## src/rtl/mem_array_ctrl.sv

```systemverilog
// mem_array_ctrl: parametrised single-port synchronous memory with a
// valid/ready request port, an RD_LAT-stage read-response pipeline,
// a zero-fill sweep after reset or clear, and out-of-range error reporting.
module mem_array_ctrl #(
    parameter int unsigned ADDR_W = 5,
    parameter int unsigned DATA_W = 8,
    parameter int unsigned DEPTH  = 32,
    parameter int unsigned RD_LAT = 1
) (
    input  logic              clk,
    input  logic              rst,
    input  logic              clear,
    input  logic              req_valid,
    output logic              req_ready,
    input  logic              req_write,
    input  logic [ADDR_W-1:0] req_addr,
    input  logic [DATA_W-1:0] req_wdata,
    output logic              rsp_valid,
    output logic [DATA_W-1:0] rsp_rdata,
    output logic              rsp_err,
    output logic              wr_err,
    output logic              init_done
);

    localparam int unsigned     IDX_W   = (DEPTH > 2) ? $clog2(DEPTH) : 1;
    localparam logic [ADDR_W:0] DEPTH_X = (ADDR_W + 1)'(DEPTH);
    localparam logic [IDX_W-1:0] LAST   = IDX_W'(DEPTH - 1);

    typedef enum logic {
        INIT,
        RUN
    } state_t;

    state_t            state_q, state_d;
    logic [IDX_W-1:0]  sweep_q, sweep_d;

    logic [DATA_W-1:0] mem [DEPTH];

    logic              addr_ok;
    logic [IDX_W-1:0]  idx;
    logic              rd_acc;
    logic              wr_acc;

    logic [RD_LAT-1:0] pipe_vld;
    logic [RD_LAT-1:0] pipe_err;
    logic [DATA_W-1:0] pipe_data [RD_LAT];

    // Unsigned range check; one extra bit lets DEPTH == 2**ADDR_W admit every address.
    assign addr_ok   = ({1'b0, req_addr} < DEPTH_X);
    assign idx       = req_addr[IDX_W-1:0];

    assign init_done = (state_q == RUN);
    assign req_ready = (state_q == RUN) && !clear;
    assign rd_acc    = req_valid && req_ready && !req_write;
    assign wr_acc    = req_valid && req_ready && req_write;

    // State and sweep counter register.
    always_ff @(posedge clk or negedge rst) begin
        if (!rst) begin
            state_q <= INIT;
            sweep_q <= '0;
        end else begin
            state_q <= state_d;
            sweep_q <= sweep_d;
        end
    end

    // Next-state logic: sweep DEPTH words in INIT, leave RUN on clear.
    always_comb begin
        state_d = state_q;
        sweep_d = sweep_q;
        unique case (state_q)
            INIT: begin
                if (sweep_q == LAST) begin
                    state_d = RUN;
                    sweep_d = '0;
                end else begin
                    sweep_d = sweep_q + IDX_W'(1);
                end
            end
            RUN: begin
                if (clear) begin
                    state_d = INIT;
                    sweep_d = '0;
                end
            end
            default: begin
                state_d = INIT;
                sweep_d = '0;
            end
        endcase
    end

    // Array write port: zero-fill during the sweep, request writes in RUN.
    always_ff @(posedge clk) begin
        if (state_q == INIT) begin
            mem[sweep_q] <= '0;
        end else if (wr_acc && addr_ok) begin
            mem[idx] <= req_wdata;
        end
    end

    // Dropped out-of-range write reported one cycle after acceptance.
    always_ff @(posedge clk or negedge rst) begin
        if (!rst) begin
            wr_err <= 1'b0;
        end else begin
            wr_err <= wr_acc && !addr_ok;
        end
    end

    // Read pipeline stage 0: sample the array at the acceptance edge.
    always_ff @(posedge clk or negedge rst) begin
        if (!rst) begin
            pipe_vld[0]  <= 1'b0;
            pipe_err[0]  <= 1'b0;
            pipe_data[0] <= '0;
        end else begin
            pipe_vld[0] <= rd_acc;
            pipe_err[0] <= rd_acc && !addr_ok;
            if (rd_acc) begin
                pipe_data[0] <= addr_ok ? mem[idx] : '0;
            end
        end
    end

    // Remaining stages; data only advances with a valid so the output holds between responses.
    for (genvar s = 1; s < RD_LAT; s++) begin : g_stage
        always_ff @(posedge clk or negedge rst) begin
            if (!rst) begin
                pipe_vld[s]  <= 1'b0;
                pipe_err[s]  <= 1'b0;
                pipe_data[s] <= '0;
            end else begin
                pipe_vld[s] <= pipe_vld[s-1];
                pipe_err[s] <= pipe_err[s-1];
                if (pipe_vld[s-1]) begin
                    pipe_data[s] <= pipe_data[s-1];
                end
            end
        end
    end

    assign rsp_valid = pipe_vld[RD_LAT-1];
    assign rsp_err   = pipe_err[RD_LAT-1];
    assign rsp_rdata = pipe_data[RD_LAT-1];

endmodule

```

## config.mk

```make
export PLATFORM = sky130hd
export DESIGN_NAME = mem_array_ctrl
export DESIGN_NICKNAME = d
export VERILOG_FILES = /design/src/rtl/mem_array_ctrl.sv
export SDC_FILE = /design/constraint.sdc
export NUM_CORES = 1
export LEC_CHECK = 0
export CELL_PAD_IN_SITES_DETAIL_PLACEMENT = 0
export CELL_PAD_IN_SITES_GLOBAL_PLACEMENT = 1
export CORE_MARGIN = 10
export CORE_UTILIZATION = 35
export CTS_BUF_LIST = sky130_fd_sc_hd__clkbuf_4
export DETAILED_ROUTE_END_ITERATION = 7
export PLACE_DENSITY_LB_ADDON = 0.1
export SLEW_MARGIN = 20
export SYNTH_ARGS = -nofsm -noshare
export SYNTH_HDL_FRONTEND = slang
export SYNTH_SLANG_ARGS = --single-unit
export TNS_END_PERCENT = 30
```

## constraint.sdc

```tcl
create_clock -name clk -period 1.9 [get_ports clk]
set_input_delay 0.285 -clock clk [delete_from_list [all_inputs] [get_ports clk]]
set_output_delay 0.285 -clock clk [all_outputs]
set_load 0.03 [all_outputs]
```

# ---- Yosys cells after proc, flatten, opt, wreduce, memory -nomap -nowiden
# Memories as Yosys holds them, arrays and structs flattened. A register that Yosys moved wholly into a read port is not among the register bits.
# Cells that the tools add are included.
dict set report word_totals {
  register_bits 7
  latchBits 0
  ram_bits 256
  mem_bits_ro 0
  inputBits 18
  output_inout_bits 13
  memories 1
}
dict set report op_classes {
  addsub 1
  multipliers 0
  div 0
  magnitude_cmp 0
  n_eq_ne 2
  n_shift 0
  n_mux 13
  bitwise 1
  n_reduce_logical 8
}
# name words width read_ports rd_clocked_by_memory_dff wr line
set mem_list {}
lappend mem_list {mem 32 8 1 1 1 37} ;# logic [DATA_W-1:0] mem [DEPTH];
# operator count
set ops {}
lappend ops {{5-bit two-way mux} 3}
lappend ops {{5-bit case mux with 2 select lines} 1}
lappend ops {{8-bit two-way mux} 1}
lappend ops {{8-bit OR reduction} 1}
lappend ops {{1-bit two-way mux} 7}
lappend ops {{5-bit by 1-bit adder with 5-bit output (second input constant)} 1}
lappend ops {{5-bit == test (second input constant)} 1}
lappend ops {{1-bit logical AND} 4}
lappend ops {{1-bit zero test} 3}
lappend ops {{2-bit inequality test (second input constant)} 1}
lappend ops {{1-bit case mux with 2 select lines} 1}
lappend ops {{1-bit inverter} 1}

# ---- Depth between registers and ports, before layout
dict set report depth {
  word_depth 9
  ltp_mapped 8
  ltp_nobuf 6
}

# ---- Least setup slack after synthesis
# No wires, ideal clock.
dict set report synth_timing {
  path_kind {reg2reg}
  from {reg state_q, in the netlist init_done}
  to {mem mem[17][0], enable pin}
  setup_ns 0.370
  arrival_time_ns 1.829
  t_required_ns 1.530
  slack_ns -0.300
  stages_incl_launch_ff 8
  period_less_slack_ns 2.200
  cell_sequence {dfrtp_1 -> and4b_1 -> clkbuf_1 -> clkbuf_1 -> nand3b_1 -> nand2_1 -> nand2_1 -> nor2_1}
}
dict set report synth_between {
  elab_chain_len 8
  word_cells_on_any_way 10
  cone_classes {mux (6); reduce/logical (4)}
}
# item line
set synth_rtl {}
lappend synth_rtl {{start, declared} 34} ;# state_t state_q, state_d;
lappend synth_rtl {{start signal, assigned} 63} ;# state_q <= state_d;
lappend synth_rtl {{1-bit logical AND} 53} ;# assign req_ready = (state_q == RUN) && !clear;
lappend synth_rtl {{1-bit logical AND (2 in series)} 55} ;# assign wr_acc = req_valid && req_ready && req_write;
lappend synth_rtl {{1-bit two-way mux} 98} ;# end else if (wr_acc && addr_ok) begin
lappend synth_rtl {{1-bit two-way mux} 96} ;# if (state_q == INIT) begin
lappend synth_rtl {{1-bit two-way mux (not written as such)} 99} ;# mem[idx] <= req_wdata;
lappend synth_rtl {{8-bit OR reduction (no source line)} --}
lappend synth_rtl {{5-bit two-way mux (no source line) / 1-bit two-way mux (equally long branches)} --}
lappend synth_rtl {{end, declared} 37}
# Parallel ways exist; a longest one is shown, timed or not.

# ---- Worst setup path in the final report
dict set report layout_timing {
  from {reg state_q, in the netlist init_done}
  to {mem mem[22][4], enable pin}
}
# Same word-level chain as after synthesis.

==> results.md <==
- Outcome: finished, final reports clean
- Ranking of synthesized cells by area: edfxtp_1 (70%), mux2i_1 (12%), dfrtp_1 (3.4%)
- Number of flops mapped to enable cells by yosys: approximately 260
- Ys async rst share: about 5.5%
- Fin crit period: approximately 1.8 ns
- Register Area: between 8000 and 9000 um^2
- Post-synthesis instance area: between 10,000 and 15,000 um^2
- FP Rows: 64
- Crit path max fanout: 8
- Worst VDD drop: between 900 and 1000 uV
- Seq/Total Area, Yosys: between 70 and 80%
- Vias: roughly 6,400
- CTS buffer count: 72
- Seq cells post-synth: approximately 270
- Drt drc: 0
- WL per Instance: 21.65 um
- Vias in the first global route: about 7,000
- Worst relative slew slack: ~57%
- Synth area leader: edfxtp_1
- Clock root buffer: clkbuf_4
- Fmax: 544.7 MHz
- Global route overflow: 0
- WP data required: between 2 and 2.5 ns
- Io pins: 31
- Crit Path Category: reg -> reg
- Finished Layout Cells: around 1,300
- Worst hold path class: in -> reg
- Initial antenna violation count: 1
- Crit start category: register
- Mapped Cells: 650
- Drt via density: roughly 5.0
- CP Capture Type: register
- Fin nets: about 840
- Initial Utilization: roughly 36%
- Max Buffers Root-to-Sink: 3
- RSZ-0062 raised after global routing: yes
- Multi-input logic area: ~2900 um^2
- Flop-to-flop setup slack: about 0.064 ns
- Top cell type's share of synthesized area: 69.68%
- Routability Congestion: approximately 0.8
- Worst Skew: 0.04291 ns
- P_leak: roughly 5.3 nW
- Slew @ Worst Pin: 0.6475 ns
- Sinks on Clock Net: 271
- Largest net degree at the start of global routing: 33
- Crit path DAT: between 2 and 2.5 ns
- Die area: a little under 40,000 um^2
- H-tree Lvls: 3
- Fraction of layout cells with a size suffix above 1: between 30% and 40%
- Clock slew at reported path FFs: 0.07 ns
- CTS tree: built
- Fin. max-slew vios: 0
- Initial DRC count: 329
- Core Util, Final: 44.86%
- Fillers: between 2,000 and 3,000
- Min Hold Slack: 0.3717 ns
- Area grow syn2layout: 25.35%
- Final Cycle Share: 96.63%
- Port bufs: 28
- Core box area: 30,830 um^2
- Synth Flop Type: edfxtp_1
- Die span in x: between 150 and 200 um
- Total GRT Usage: approximately 14%
- Total of max-cap violations: 0
- Synth warn: 0
- First-pass GRT wire length: 41.95 mm
- Most common cell in the synthesized netlist: edfxtp_1
- Final setup violation count: 0
- Placed cell count: roughly 1,100
- Synth unique cells: 40
- Worst-Skew Late Latency: roughly 0.68 ns
- Fin. Hold Viols: 0
- Post-DRT Antenna Nets: 0
- Detail Placement HPWL: roughly 18 mm
- Most frequent cells after synthesis: edfxtp_1 (256), mux2i_1 (128), nor2_1 (35), a22oi_1 (32), nand2_1 (29)
- Detailed-router iteration count before antenna repair: 5
- Pwr/cell area: 1119 nW/um^2
- Final wirelength: 27.59 mm
- Avg Inst Size Synth: roughly 17 um^2
- Die H: between 150 and 200 um
logic make-up after synthesis:
group / count (synthesis) / synth area share (%)
buffers and inverters: 43 / 2.733
muxes: 128 / 11.61
adders and majority gates: 2 / 0.2268
other: 1 / 0.03399
xor gates and xnor gates: 2 / 0.1588
DFF: 271 / 73.08
AOI/OAI and AO/OA: 107 / 8.108
and+or+nand+nor: 96 / 4.049
placed cells by master (no fill, tap or decap), types with 6 or more instances in the layout:
cell | Yosys | layout
edfxtp_1 | 256 | 256
a22oi_1 | 32 | 32
nor2_2 | 0 | 20
dfrtp_1 | 15 | 14
clkbuf_4 | 0 | 98
a221oi_2 | 13 | 14
clkinv_1 | 0 | 22
nand2_1 | 29 | 25
nor2_4 | 0 | 7
a21oi_1 | 19 | 17
nor2_1 | 35 | 8
clkinv_2 | 0 | 6
buf_4 | 9 | 71
o22ai_1 | 9 | 9
a22o_1 | 16 | 16
dlygate4sd2_1 | 0 | 9
and2_1 | 10 | 10
clkdlybuf4s50_1 | 0 | 16
buf_12 | 2 | 29
mux2i_1 | 128 | 128
registers in the layout, summed over array words and instances, names as in the netlist:
signal	count
mem	256
rsp_rdata	8
sweep_q	5
init_done	1
rsp_valid	1
per-stage QoR:
stage,worst slack [ns],power (mW),setup TNS (ns),cell area (um^2)
after floorplan,-0.09019,9.094,-6.453,11160
after CTS,0.0008525,15.60,0,13730
after global routing,-0.02482,16.32,-0.1524,13830
after global placement,-0.7097,10.47,-120.52,12790
final,0.06408,15.48,0,13830
after detailed placement,-0.6641,10.51,-126.98,12790
worst max-delay path, stage by stage (launching register included):
cell and delay, ns:
dfrtp_2 0.42, nand4b_1 0.18, buf_4 0.15, nor3_2 0.04
a21oi_4 0.51, nor2_1 0.08, buf_4 0.19
timing repair:
item | 4_1_cts | 5_1_grt
hold endpoints to repair | 15 | 0
hold buffers | 1 | 0
resized for setup | 14 | 20
setup endpoints to repair | 138 | 197
pin swaps | 0 | 5
setup buffers | 0 | 1
per-layer routing:
layer | vias to the layer above | share of wire [%] | track usage, %
li1 | 2977 | - | -
met1 | 3178 | 44 | 18.58
met2 | 173 | 48 | 23.48
met3 | 37 | 5.5 | 3.492
met4 | 0 | 1.7 | 4.983
met5 | - | 0 | 0
report_power, final:
part / internal (mW) / switching [mW] / total, mW
clock: 2.70 / 2.36 / 5.06
combinational: 1.15 / 1.82 / 2.97
sequential: 7.18 / 0.276 / 7.45
cell type report:
type	count	area share (%)
Sequential cell	271	58.31
Antenna cell	1	0.01809
Multi-Input combinational cell	337	20.87
Tap cell	396	3.583
Inverter	5	0.1357
Clock inverter	34	1.420
Timing Repair Buffer	132	10.34
Clock buffer	98	5.320
final timing paths:
check                                         start                        to  cells after the start
max                             init_done$_DFF_PN0_      mem[22][4]$_DFFE_PP_                      6
min                                           clear    sweep_q[3]$_DFFE_PN0P_                      3
max reg2reg                     init_done$_DFF_PN0_      mem[22][4]$_DFFE_PP_                      6
min reg2reg                rsp_rdata[7]$_DFFE_PN0P_  rsp_rdata[7]$_DFFE_PN0P_                      2
max in group asynchronous                       rst  rsp_rdata[3]$_DFFE_PN0P_                      3
min in group asynchronous                       rst    sweep_q[2]$_DFFE_PN0P_                      3
Power figures use the tool's default switching activity.
==> RTL edit: new RTL, config.mk and constraints unchanged <==
The parameter `DATA_W` goes from 8 to 7.
--- a/src/rtl/mem_array_ctrl.sv
+++ b/src/rtl/mem_array_ctrl.sv
@@ -4,5 +4,5 @@
 module mem_array_ctrl #(
     parameter int unsigned ADDR_W = 5,
-    parameter int unsigned DATA_W = 8,
+    parameter int unsigned DATA_W = 7,
     parameter int unsigned DEPTH  = 32,
     parameter int unsigned RD_LAT = 1
Interface: changed (resized req_wdata and rsp_rdata); port bits go from 31 to 29. No check against the original RTL was run, so the function may have changed too.
==> RTL edit against the original RTL <==
  * First-iteration DRC count down 11%
  * Clock skew up 0.0022 ns
  * Cell area down 12%
  * Routed wire length down 10%
  * Final cell count down 7.8%
  * Setup slack worse by 0.020 ns
  * Sequential cell count down 33
  * Synthesized area down 12%
  * Power down 13%
  * Non-clock buffer count up 6
  * Largest power group unchanged
==> RTL edit: results (changes against the original RTL) <==
metric;value;unit;change
yosys_most_used_dff;edfxtp_1;;unchanged
first_pass_iters;5;;unchanged
grt.met2_usage;23.0;%;was 23.5%
hold_depth;4;;was 3
total_power;13.4;mW;was 15.5 mW
synth.area.top_cells;edfxtp_1 69%, mux2i_1 12%, a22oi_1 4.3%;;was edfxtp_1 70%, mux2i_1 12%, dfrtp_1 3.4%
r2r_cells;8;;was 6
outcome;finished, final reports clean;;unchanged
ctsHtreeMaxLevel;2;;was 3
dpl-instance-area;11400;um^2;was 12800 um^2
wl_met1;11.1;mm;was 12.2 mm
synth_edf_count;224;;was 256
synthXorXnorAreaFrac;0.180;%;was 0.159%
grt_pass1_wl;37.1;mm;was 42.0 mm
worst_hold_path.endpoint;rsp_valid;;was sweep_q[3]
drt_iter0_drc;292;;was 329
async_flop_share;5.88;%;was 5.54%
hold_path_class;input port to flip-flop;;unchanged
grtUsageMet1;17.8;%;was 18.6%
dp_hpwl;17.0;mm;was 18.0 mm
drive_gt1_share;32.1;%;was 31.8%
reg2reg_from;init_done;;unchanged
ys_types;37;;was 40
synthAdderAreaFrac;0.258;%;was 0.227%
fin_skew;0.0451;ns;was 0.0429 ns
grt_max_degree;33;;unchanged
grt_usage;14.0;%;was 14.5%
p_leak;4.63;nW;was 5.26 nW
synth_common_cells;224 x edfxtp_1, 112 x mux2i_1, 56 x a22oi_1, 34 x nor2_1, 31 x a21oi_1;;was 256 x edfxtp_1, 128 x mux2i_1, 35 x nor2_1, 32 x a22oi_1, 29 x nand2_1
clk_latency;0.69;ns;
io_buffer_count;26;;was 28
top_layer;met4;;unchanged
vdd_drop_max;0.000583;V;was 0.000906 V
yosys-mux-area-fraction;12.4;%;was 11.6%
largest_register;mem;;unchanged
cts_root_buf;clkbuf_4;;unchanged
hold_start;req_valid;;was clear
ys.warnings.count;0;;unchanged
wl_met2;12.0;mm;was 13.4 mm
place_congestion;0.799;;was 0.784
clock_tree.buffer_depth;3;;unchanged
path_max_fanout;7;;was 8
worstSetupPathType;flip-flop to flip-flop;;unchanged
fin_nets;775;;was 839
rrSetupSlack;0.04;ns;was 0.06 ns
numCtsBuffers;59;;was 72
critPathCapture;mem[11][0];;was mem[22][4]
largest_register_ff_count;224;;was 256
ys_seq_area_share;72.9;%;was 73.1%
wl_per_cell;21.1;um;was 21.7 um
met3_length;1.21;mm;was 1.53 mm
worstMarginPinSlew;0.552;ns;was 0.648 ns
synth_compound_area_share;6.49;%;was 8.11%
grt_pass1_vias;5993;;was 6838
viasPerCell;4.83;;was 5.00
use_met3;3.28;%;was 3.49%
-- RTL edit: changes by cell type in the layout (fill, tap and decap cells not counted), sizes merged, moves of 14 or more --
cell and change:
a22oi +24, a22o -16, a221oi -16, clkbuf -14, edfxtp -32, mux2i -16
-- RTL edit: what timing repair did --
item	CTS	global route
hold buffers	1	0
setup endpoints to repair	53	160
endpoints found under the hold margin	14	0
setup buffers	2	0
resized for setup	17	23
pin swaps	0	1
-- RTL edit: critical path, stage by stage, from the launching register on --
cell,delay (ns)
dfrtp_2,0.39
nand4b_1,0.12
or3_1,0.40
o31ai_2,0.07
buf_4,0.15
nand2_2,0.07
buf_6,0.15
nor2_4,0.08
buf_6,0.14
-- RTL edit: cell type report --
class,instances,area (um^2)
antenna,1,2.50
fill,2452,14900
multi-input combinational,315,2490
clock buffer,82,616
tap,372,465
clock inverter,24,125
sequential,238,7080
inverter,4,15.0
timing repair buffer,138,1450
-- RTL edit: power breakdown --
part | switching (mW) | total (mW) | internal, mW
clock | 1.99 | 4.13 | 2.14
sequential | 0.256 | 6.56 | 6.30
combinational | 1.65 | 2.75 | 1.10
total | 3.89 | 13.4 | 9.54
-- RTL edit: logic make-up (layout without fill, tap and decap cells) --
| group | Yosys count | after routing |
|---|---|---|
| mux | 119 | 119 |
| xor+xnor | 2 | 2 |
| other cells | 1 | 3 |
| flops | 238 | 238 |
| buf+inv | 34 | 248 |
| fa+ha+maj | 2 | 2 |
| simple gates | 95 | 95 |
| compound gates | 95 | 95 |
-- RTL edit: per-stage QoR --
step                      setup slack, ns  hold slack, ns  std cells
final                              0.0443           0.352       1174
after global routing              -0.0598           0.285       1174
after CTS                         0.00259           0.297       1173
after detailed placement           -0.493           0.575       1065
after global placement             -0.459           0.572       1065
after floorplan                  -0.00260         -0.0106        587
